==> src/rtl/ccu_snoop_ctrl.sv <==
// Purpose: broadcasts one coherent snoop to every core except the initiator, then merges the CR responses.
// Latency: at least 3 cycles from request accept to rsp_valid_o (AC, CR, RESP), or TimeoutCycles SNOOP cycles if a CR never arrives.
// Backpressure: one transaction at a time; req_ready_o is high only in IDLE, and RESP holds until rsp_ready_i.
//
// Ports:
//   clk_i, rst_i                      clock, asynchronous active-high reset
//   req_valid/ready/addr/snoop/initiator  incoming snoop request (valid/ready)
//   ac_valid_o/ac_ready_i             per-core AC handshake; ac_addr_o/ac_snoop_o are broadcast to all cores
//   cr_valid_i/cr_ready_o/cr_resp_i   per-core CR handshake, 5-bit CRRESP per core
//   rsp_valid/ready/resp/data_src/timeout  merged response back to the interconnect
module ccu_snoop_ctrl #(
  parameter int NbCores       = 2,
  parameter int AddrWidth     = 64,
  parameter int TimeoutCycles = 256
) (
  input  logic                                              clk_i,
  input  logic                                              rst_i,
  input  logic                                              req_valid_i,
  output logic                                              req_ready_o,
  input  logic [AddrWidth-1:0]                              req_addr_i,
  input  logic [3:0]                                        req_snoop_i,
  input  logic [((NbCores > 1) ? $clog2(NbCores) : 1)-1:0]  req_initiator_i,
  output logic [NbCores-1:0]                                ac_valid_o,
  input  logic [NbCores-1:0]                                ac_ready_i,
  output logic [AddrWidth-1:0]                              ac_addr_o,
  output logic [3:0]                                        ac_snoop_o,
  input  logic [NbCores-1:0]                                cr_valid_i,
  output logic [NbCores-1:0]                                cr_ready_o,
  input  logic [NbCores*5-1:0]                              cr_resp_i,
  output logic                                              rsp_valid_o,
  input  logic                                              rsp_ready_i,
  output logic [4:0]                                        rsp_resp_o,
  output logic [NbCores-1:0]                                rsp_data_src_o,
  output logic                                              rsp_timeout_o
);

  localparam int CntW = $clog2(TimeoutCycles);
  localparam logic [CntW-1:0] CntMax = CntW'(TimeoutCycles - 1);

  typedef enum logic [1:0] {
    IDLE  = 2'd0,
    SNOOP = 2'd1,
    RESP  = 2'd2
  } state_e;

  state_e                 state_q, state_d;
  logic [AddrWidth-1:0]   addr_q;
  logic [3:0]             snoop_q;
  logic [NbCores-1:0]     ac_pend_q;
  logic [NbCores-1:0]     cr_pend_q;
  logic [4:0]             acc_q;
  logic [NbCores-1:0]     src_q;
  logic                   tmo_q;
  logic [CntW-1:0]        cnt_q;

  logic                   in_snoop;
  logic                   req_hs;
  logic [NbCores-1:0]     target_mask;
  logic [NbCores-1:0]     ac_hs;
  logic [NbCores-1:0]     cr_hs;
  logic [NbCores-1:0]     cr_pend_nxt;
  logic [4:0]             acc_nxt;
  logic [NbCores-1:0]     src_nxt;
  logic                   tmo_hit;

  assign in_snoop = (state_q == SNOOP);

  // Held low while reset is asserted so nothing is accepted until release.
  assign req_ready_o = (state_q == IDLE) && !rst_i;
  assign req_hs      = req_valid_i && req_ready_o;

  // Payload comes from registers, so it cannot move until the last AC handshake.
  assign ac_valid_o = in_snoop ? ac_pend_q : '0;
  assign ac_addr_o  = in_snoop ? addr_q    : '0;
  assign ac_snoop_o = in_snoop ? snoop_q   : '0;
  // A core's CR is only taken once its AC has been handshaken.
  assign cr_ready_o = in_snoop ? (cr_pend_q & ~ac_pend_q) : '0;

  assign ac_hs       = ac_valid_o & ac_ready_i;
  assign cr_hs       = cr_valid_i & cr_ready_o;
  assign cr_pend_nxt = cr_pend_q & ~cr_hs;

  // Out-of-range initiators match no index, so every core is snooped.
  always_comb begin
    target_mask = '0;
    for (int i = 0; i < NbCores; i++) begin
      target_mask[i] = (int'(req_initiator_i) != i);
    end
  end

  always_comb begin
    acc_nxt = acc_q;
    src_nxt = src_q;
    for (int i = 0; i < NbCores; i++) begin
      if (cr_hs[i]) begin
        acc_nxt    = acc_nxt | cr_resp_i[i*5 +: 5];
        src_nxt[i] = src_q[i] | cr_resp_i[i*5];
      end
    end
  end

  // Responses landing in the final cycle still count; timeout only if some remain outstanding.
  assign tmo_hit = in_snoop && (cnt_q == CntMax) && (cr_pend_nxt != '0);

  always_ff @(posedge clk_i or posedge rst_i) begin
    if (rst_i) begin
      state_q <= IDLE;
    end else begin
      state_q <= state_d;
    end
  end

  always_comb begin
    state_d        = state_q;
    rsp_valid_o    = 1'b0;
    rsp_resp_o     = '0;
    rsp_data_src_o = '0;
    rsp_timeout_o  = 1'b0;
    case (state_q)
      IDLE: begin
        if (req_hs) begin
          state_d = (target_mask != '0) ? SNOOP : RESP;
        end
      end
      SNOOP: begin
        if ((cr_pend_nxt == '0) || tmo_hit) begin
          state_d = RESP;
        end
      end
      RESP: begin
        rsp_valid_o    = 1'b1;
        rsp_resp_o     = acc_q;
        rsp_data_src_o = src_q;
        rsp_timeout_o  = tmo_q;
        if (rsp_ready_i) begin
          state_d = IDLE;
        end
      end
      default: state_d = IDLE;
    endcase
  end

  always_ff @(posedge clk_i or posedge rst_i) begin
    if (rst_i) begin
      addr_q    <= '0;
      snoop_q   <= '0;
      ac_pend_q <= '0;
      cr_pend_q <= '0;
      acc_q     <= '0;
      src_q     <= '0;
      tmo_q     <= 1'b0;
      cnt_q     <= '0;
    end else begin
      case (state_q)
        IDLE: begin
          if (req_hs) begin
            addr_q    <= req_addr_i;
            snoop_q   <= req_snoop_i;
            ac_pend_q <= target_mask;
            cr_pend_q <= target_mask;
            acc_q     <= '0;
            src_q     <= '0;
            tmo_q     <= 1'b0;
            cnt_q     <= '0;
          end
        end
        SNOOP: begin
          src_q <= src_nxt;
          tmo_q <= tmo_hit;
          if (cnt_q != CntMax) begin
            cnt_q <= cnt_q + 1'b1;
          end
          if (tmo_hit) begin
            // Abandon the stragglers: no further AC or CR is offered.
            ac_pend_q <= '0;
            cr_pend_q <= '0;
            acc_q     <= acc_nxt | 5'b00010;
          end else begin
            ac_pend_q <= ac_pend_q & ~ac_hs;
            cr_pend_q <= cr_pend_nxt;
            acc_q     <= acc_nxt;
          end
        end
        default: ;
      endcase
    end
  end

endmodule

==> config.mk <==
export PLATFORM = sky130hd
export DESIGN_NAME = ccu_snoop_ctrl
export DESIGN_NICKNAME = d
export VERILOG_FILES = /design/src/rtl/ccu_snoop_ctrl.sv
export SDC_FILE = /design/constraint.sdc
export NUM_CORES = 1
export LEC_CHECK = 0
export ABC_AREA = 1
export CORE_ASPECT_RATIO = 1.25
export CORE_MARGIN = 2
export CORE_UTILIZATION = 40
export DETAILED_ROUTE_END_ITERATION = 16
export PLACE_DENSITY = 0.77
export SLEW_MARGIN = 20
export SYNTH_ARGS = -nofsm -noshare
export SYNTH_HDL_FRONTEND = slang
export SYNTH_SLANG_ARGS = --single-unit
export TNS_END_PERCENT = 100
==> constraint.sdc <==
create_clock -name clk_i -period 4.2 [get_ports clk_i]
set_input_delay 1.26 -clock clk_i [delete_from_list [all_inputs] [get_ports clk_i]]
set_output_delay 1.26 -clock clk_i [all_outputs]
set_load 0.02 [all_outputs]
Word level (Yosys, flattened, before mapping)

Index checks and enable logic that the tools add are counted.

Bits in registers: 90
Output and inout bits: 82
Word-level logic and storage cells: 81

Add/subtract/negate cells: 1
Eq/ne operators: 10
Muxes and demuxes: 31
Bitwise gates (word level): 13
Reductions and logical operators: 16

Operators by type and width:

| operator                                            | count |
|---|---|
| 2-to-1 mux 64 bit                                   | 1 |
| 2-to-1 mux 2 bit                                    | 11 |
| 2-to-1 mux 5 bit                                    | 4 |
| 2-to-1 mux 8 bit                                    | 2 |
| case mux 8 bit (2 select lines)                     | 1 |
| case mux 2 bit (2 select lines)                     | 3 |
| AND reduction 3 bit                                 | 4 |
| AND 2 bit                                           | 5 |
| bitwise OR 5 bit                                    | 2 |
| case mux 5 bit (2 select lines)                     | 1 |
| adder 8 x 1 -> 8 bit, second input constant         | 1 |
| equality test 8 bit, second input constant          | 1 |
| != test 2 x 1 -> 1 bit, second input constant       | 4 |
| != test 8 bit, second input constant                | 1 |
| inverter 2 bit                                      | 3 |
| case mux 2 bit (3 select lines)                     | 1 |
| 2-to-1 mux 1 bit                                    | 5 |
| logical AND 1 bit                                   | 4 |
| logical NOT 2 bit                                   | 2 |
| 2-to-1 mux 4 bit                                    | 1 |
| != test 2 bit, second input constant                | 2 |
| AND reduction 2 bit                                 | 2 |
| nonzero test 2 bit                                  | 2 |
| equality test 2 x 1 -> 1 bit, second input constant | 1 |
| 6 further kinds                                     | 7 |

Longest topological paths before layout

Gate-level depths: netlist (run 1).

Depth in word-level cells: 11
Gate-level depth with buffers: 9

Worst setup path before layout (run 1)

Ideal clock, no wire load.

Path kind: input to register
Start: input port rst_i
End: register acc_q[0]
Setup time: 0.130 ns
Arrival time: 4.178 ns
Required time: 4.070 ns
Path slack: -0.109 ns
Stages on the path: 6
Path buffers: 2
Path through: inv_1 > nand3_2 > inv_2 > buf_4 > buf_4 > o211ai_1

Longest elaborated chain between the ends: 5

Ends and longest elaborated chain:

| what                                 | line | source |
|---|---|---|
| start, declared                      | 17   | `input logic rst_i,` |
| logical NOT 1 bit (no source line)   | -    |  |
| logical AND 1 bit                    | 69   | `assign req_ready_o = (state_q == IDLE) && !rst_i;` |
| logical AND 1 bit                    | 70   | `assign req_hs = req_valid_i && req_ready_o;` |
| != test 2 bit (no source line)       | -    |  |
| AND reduction 2 bit (no source line) | -    |  |
| end signal, assigned                 | 177  | `acc_q <= acc_nxt \| 5'b00010;` |
| end signal, assigned                 | 181  | `acc_q <= acc_nxt;` |
| end, declared                        | 51   | `logic [4:0] acc_q;` |

No other way between the ends.
A chain may end at the register's enable or synchronous reset.

Final worst setup path (run 1)

Start: input port rst_i
End: output port req_ready_o

Longest elaborated chain between the ends: 2

Ends and longest elaborated chain:

| what                               | line | source |
|---|---|---|
| logical NOT 1 bit (no source line) | -    |  |
| logical AND 1 bit                  | 69   |  |
| end, declared                      | 19   | `output logic req_ready_o,` |

No other way between the ends.

==> results.md, run 1 <==
* Worst min-delay path startpoint: cnt_q[1]$_DFFE_PP0P_
* Initial antenna violation count at 0
* # IOs at 169
* Synth cell types at 28
* Endpoints failing setup at 0
* Final hold viol count at 0
* Power Total at ~3.8 mW
* CTS root buf: clkbuf_16
* Starting density of the core at 0.411
* Worst skew pair latency at ~0.33 ns
* Row Count at 41
* Mapped Area at 4180 µm²
* Worst r2r dst: addr_q[53]$_DFFE_PP0P_
* Clock Pin Slew Worst Setup and Hold Paths at roughly 0.06 ns
* Critical path capture point: req_ready_o
* Status: finished clean
* Post-Syn Instances at 526
* F_max at about 270 MHz
* Req. time, crit path at around 2.9 ns
* IO buf count at 168
* Worst hold path type: register to register
* Worst ir drop on vdd at 0.302 mV
* Vias in the first global route at around 3800
* Flops & latches, synth at 90
* DRC viols at 0
* Worst-Margin Slew at just under 0.6 ns
* CP Capture Type: output pin
* Final cycle utilization of the critical path at 0.892
* First-pass GRT wire length at between 15 and 20 mm
* CP max FO at 2
* Longest Clk Path Bufs at 2
* Rel. slew slack at 0.604
* Start of the worst register-to-register path: state_q[1]$_DFFE_PP0P_
* Post-DP Area at 5950 µm²
* P&R area growth vs syn at 49.5%
* Fin Hold WS at 0.514 ns
* Placed Cells incl. Taps at a little over 800
* Pwr dens at between 600 and 700 nW/µm²
* TritonRoute pass-1 iters at 6
* WL/cell at 12.6 µm
* Worst Hold Depth at 2
* CTS tree: yes
* HPWL after DPL at roughly 7.7 mm
* Cts hold-fix bufs at 0
* RSZ-0062 raised after global routing: false
* Crit path DAT at about 2.5 ns
* Antenna Nets Post-Route at 0
* Multi-input logic area at between 1000 and 1500 µm²
* Vias/cell at ~4.7
* GR Util All Layers at 0.190
* H-Tree Depth at 3
* Startpoint Class: input pin
* Nets at 775
* Layout cell share with drive strength beyond 1 at 0.0549
* Die width at approximately 95 µm
* Full die area at 11300 µm²
* Vias at approximately 3800
* Initial DRC count at 174
* Post-route setup TNS at 0 ns
* R2R Setup Slk at around 2.4 ns
* GP Congestion at a little over 0.8
* Worst setup path startpoint: rst_i
* Clock sink count at 90
* P_leak at about 2.8 nW
* Avg Cell Area, Syn at ~7.9 µm²
* Max-cap violations at 0
* Register area at 2250 µm²
* Slew Viols, Final at 0
* Ant diodes at 0
* Non-Filler Instances at 821
* Post-route design area at around 6200 µm²
* Postcts setup bufs at 0
* Mapped Nets at roughly 610
* Detailed Route WL at a little over 10 mm
* Resized Gates After CTS at 0
* Setup Crit Path Kind: input pin to output pin
* Sequential share of the synthesized area at 0.539
* Pin count of the biggest net entering global routing at 72
* Fillers at 900
* R2R depth at 5
* Final Skew at between 0.005 and 0.006 ns
* Fin crit period at roughly 3.7 ns
* GRT Residual Overflow at 0
* TritonCTS buffer count at 9
* CORE AREA at 10200 µm²
* Die H at ~120 µm
* Yosys warning total at 0
==> cells by family after synthesis <==
group / after synthesis / synth area share
flops: 90 / 0.539
buf+inv: 119 / 0.117
fa+ha+maj: 1 / 0.00299
xor+xnor: 2 / 0.00419
compound gates: 92 / 0.117
simple gates: 222 / 0.220
==> per-layer routing <==
metal,up-vias,track usage,part of all wire
met5,-,0,0
met2,113,0.332,0.51
met3,23,0.0325,0.045
met1,1769,0.222,0.41
met4,0,0.0875,0.029
li1,1933,-,-
==> metrics by stage <==
step	utilization	setup WS (ns)
after floorplan	-	0.568
after global placement	0.586	0.428
after detailed placement	0.586	0.452
after CTS	0.615	0.444
after global routing	0.615	0.411
final	0.615	0.454
==> worst max-delay path, cell delays in order <==
cell	delay, ns
clkdlybuf4s50_1	0.46
nor3_1	0.14
clkdlybuf4s50_1	0.62
==> report_power, final <==
| part | total (mW) | internal, mW | switching [mW] | leakage [nW] |
|---|---|---|---|---|
| Clock | 0.783 | 0.475 | 0.308 | 0.149 |
| Combinational | 1.65 | 0.672 | 0.982 | 1.51 |
| Sequential | 1.38 | 1.25 | 0.131 | 1.12 |
| Total | 3.82 | 2.40 | 1.42 | 2.78 |
==> flip-flops by register name, summed over array words and instances, names as in the netlist <==
name       flops
src_q          2
cr_pend_q      2
acc_q          5
ac_pend_q      2
tmo_q          1
addr_q        64
snoop_q        4
cnt_q          8
state_q        2
==> layout by cell type (no fill, tap or decap), types with 3 or more instances in the layout <==
| cell type | synthesis | final |
|---|---|---|
| nand2_2 | 5 | 5 |
| o21ai_1 | 8 | 8 |
| clkdlybuf4s50_1 | 0 | 168 |
| nor3_1 | 4 | 4 |
| nor2_1 | 92 | 92 |
| nand4_1 | 3 | 3 |
| nand3_2 | 3 | 3 |
| o21ai_0 | 67 | 67 |
| nand3_1 | 17 | 17 |
| inv_1 | 91 | 90 |
| nand2_1 | 93 | 93 |
| a21oi_1 | 6 | 6 |
| clkbuf_16 | 0 | 9 |
| clkinv_2 | 0 | 4 |
| o211ai_1 | 4 | 4 |
| dfrtp_1 | 90 | 90 |
| buf_4 | 9 | 5 |
==> final cells by class <==
| class | instances | share of cell area |
|---|---|---|
| Timing Repair Buffer | 174 | 0.278 |
| Inverter | 95 | 0.0579 |
| Tap cell | 129 | 0.0258 |
| Clock buffer | 11 | 0.0389 |
| Sequential cell | 90 | 0.361 |
| Multi-Input combinational cell | 317 | 0.230 |
| Clock inverter | 5 | 0.00861 |
==> worst min-delay path by stage <==
stage	slack, ns	endpoint
5_1_grt	0.55	cnt_q[1]$_DFFE_PP0P_
6_report	0.51	cnt_q[1]$_DFFE_PP0P_
3_5_place_dp	0.50	cnt_q[1]$_DFFE_PP0P_
4_1_cts	0.52	cnt_q[1]$_DFFE_PP0P_
3_3_place_gp	0.50	cnt_q[1]$_DFFE_PP0P_
2_1_floorplan	0.48	cnt_q[1]$_DFFE_PP0P_
==> cells in the mapped netlist <==
library cell	instances	area (µm²)
buf_2	8	40.0
nand2_2	5	31.3
o21ai_0	67	335
nand2_1	93	349
nand4_1	3	18.8
inv_1	91	342
o21bai_1	1	7.51
inv_2	3	11.3
buf_4	9	67.6
o2111ai_1	1	8.76
clkinv_1	1	3.75
nor2_2	2	12.5
o21ai_1	8	40.0
nand3_2	3	30.0
nor3_2	2	20.0
nor3_1	4	20.0
o31ai_1	1	7.51
clkbuf_1	7	26.3
a22oi_1	2	15.0
o211ai_1	4	30.0
ha_1	1	12.5
nand3_1	17	85.1
a21oi_1	6	30.0
nor2_1	92	345
or2_2	1	6.26
xor2_1	2	17.5
o22ai_1	2	12.5
dfrtp_1	90	2250
Power figures use the tool's default switching activity.
==> inputs of run 2 (changes only) <==
Settings changed: SLEW_MARGIN 20 to default.
==> results of run 2 <==
Final layout, timing and power as in run 1 (identical DEF).
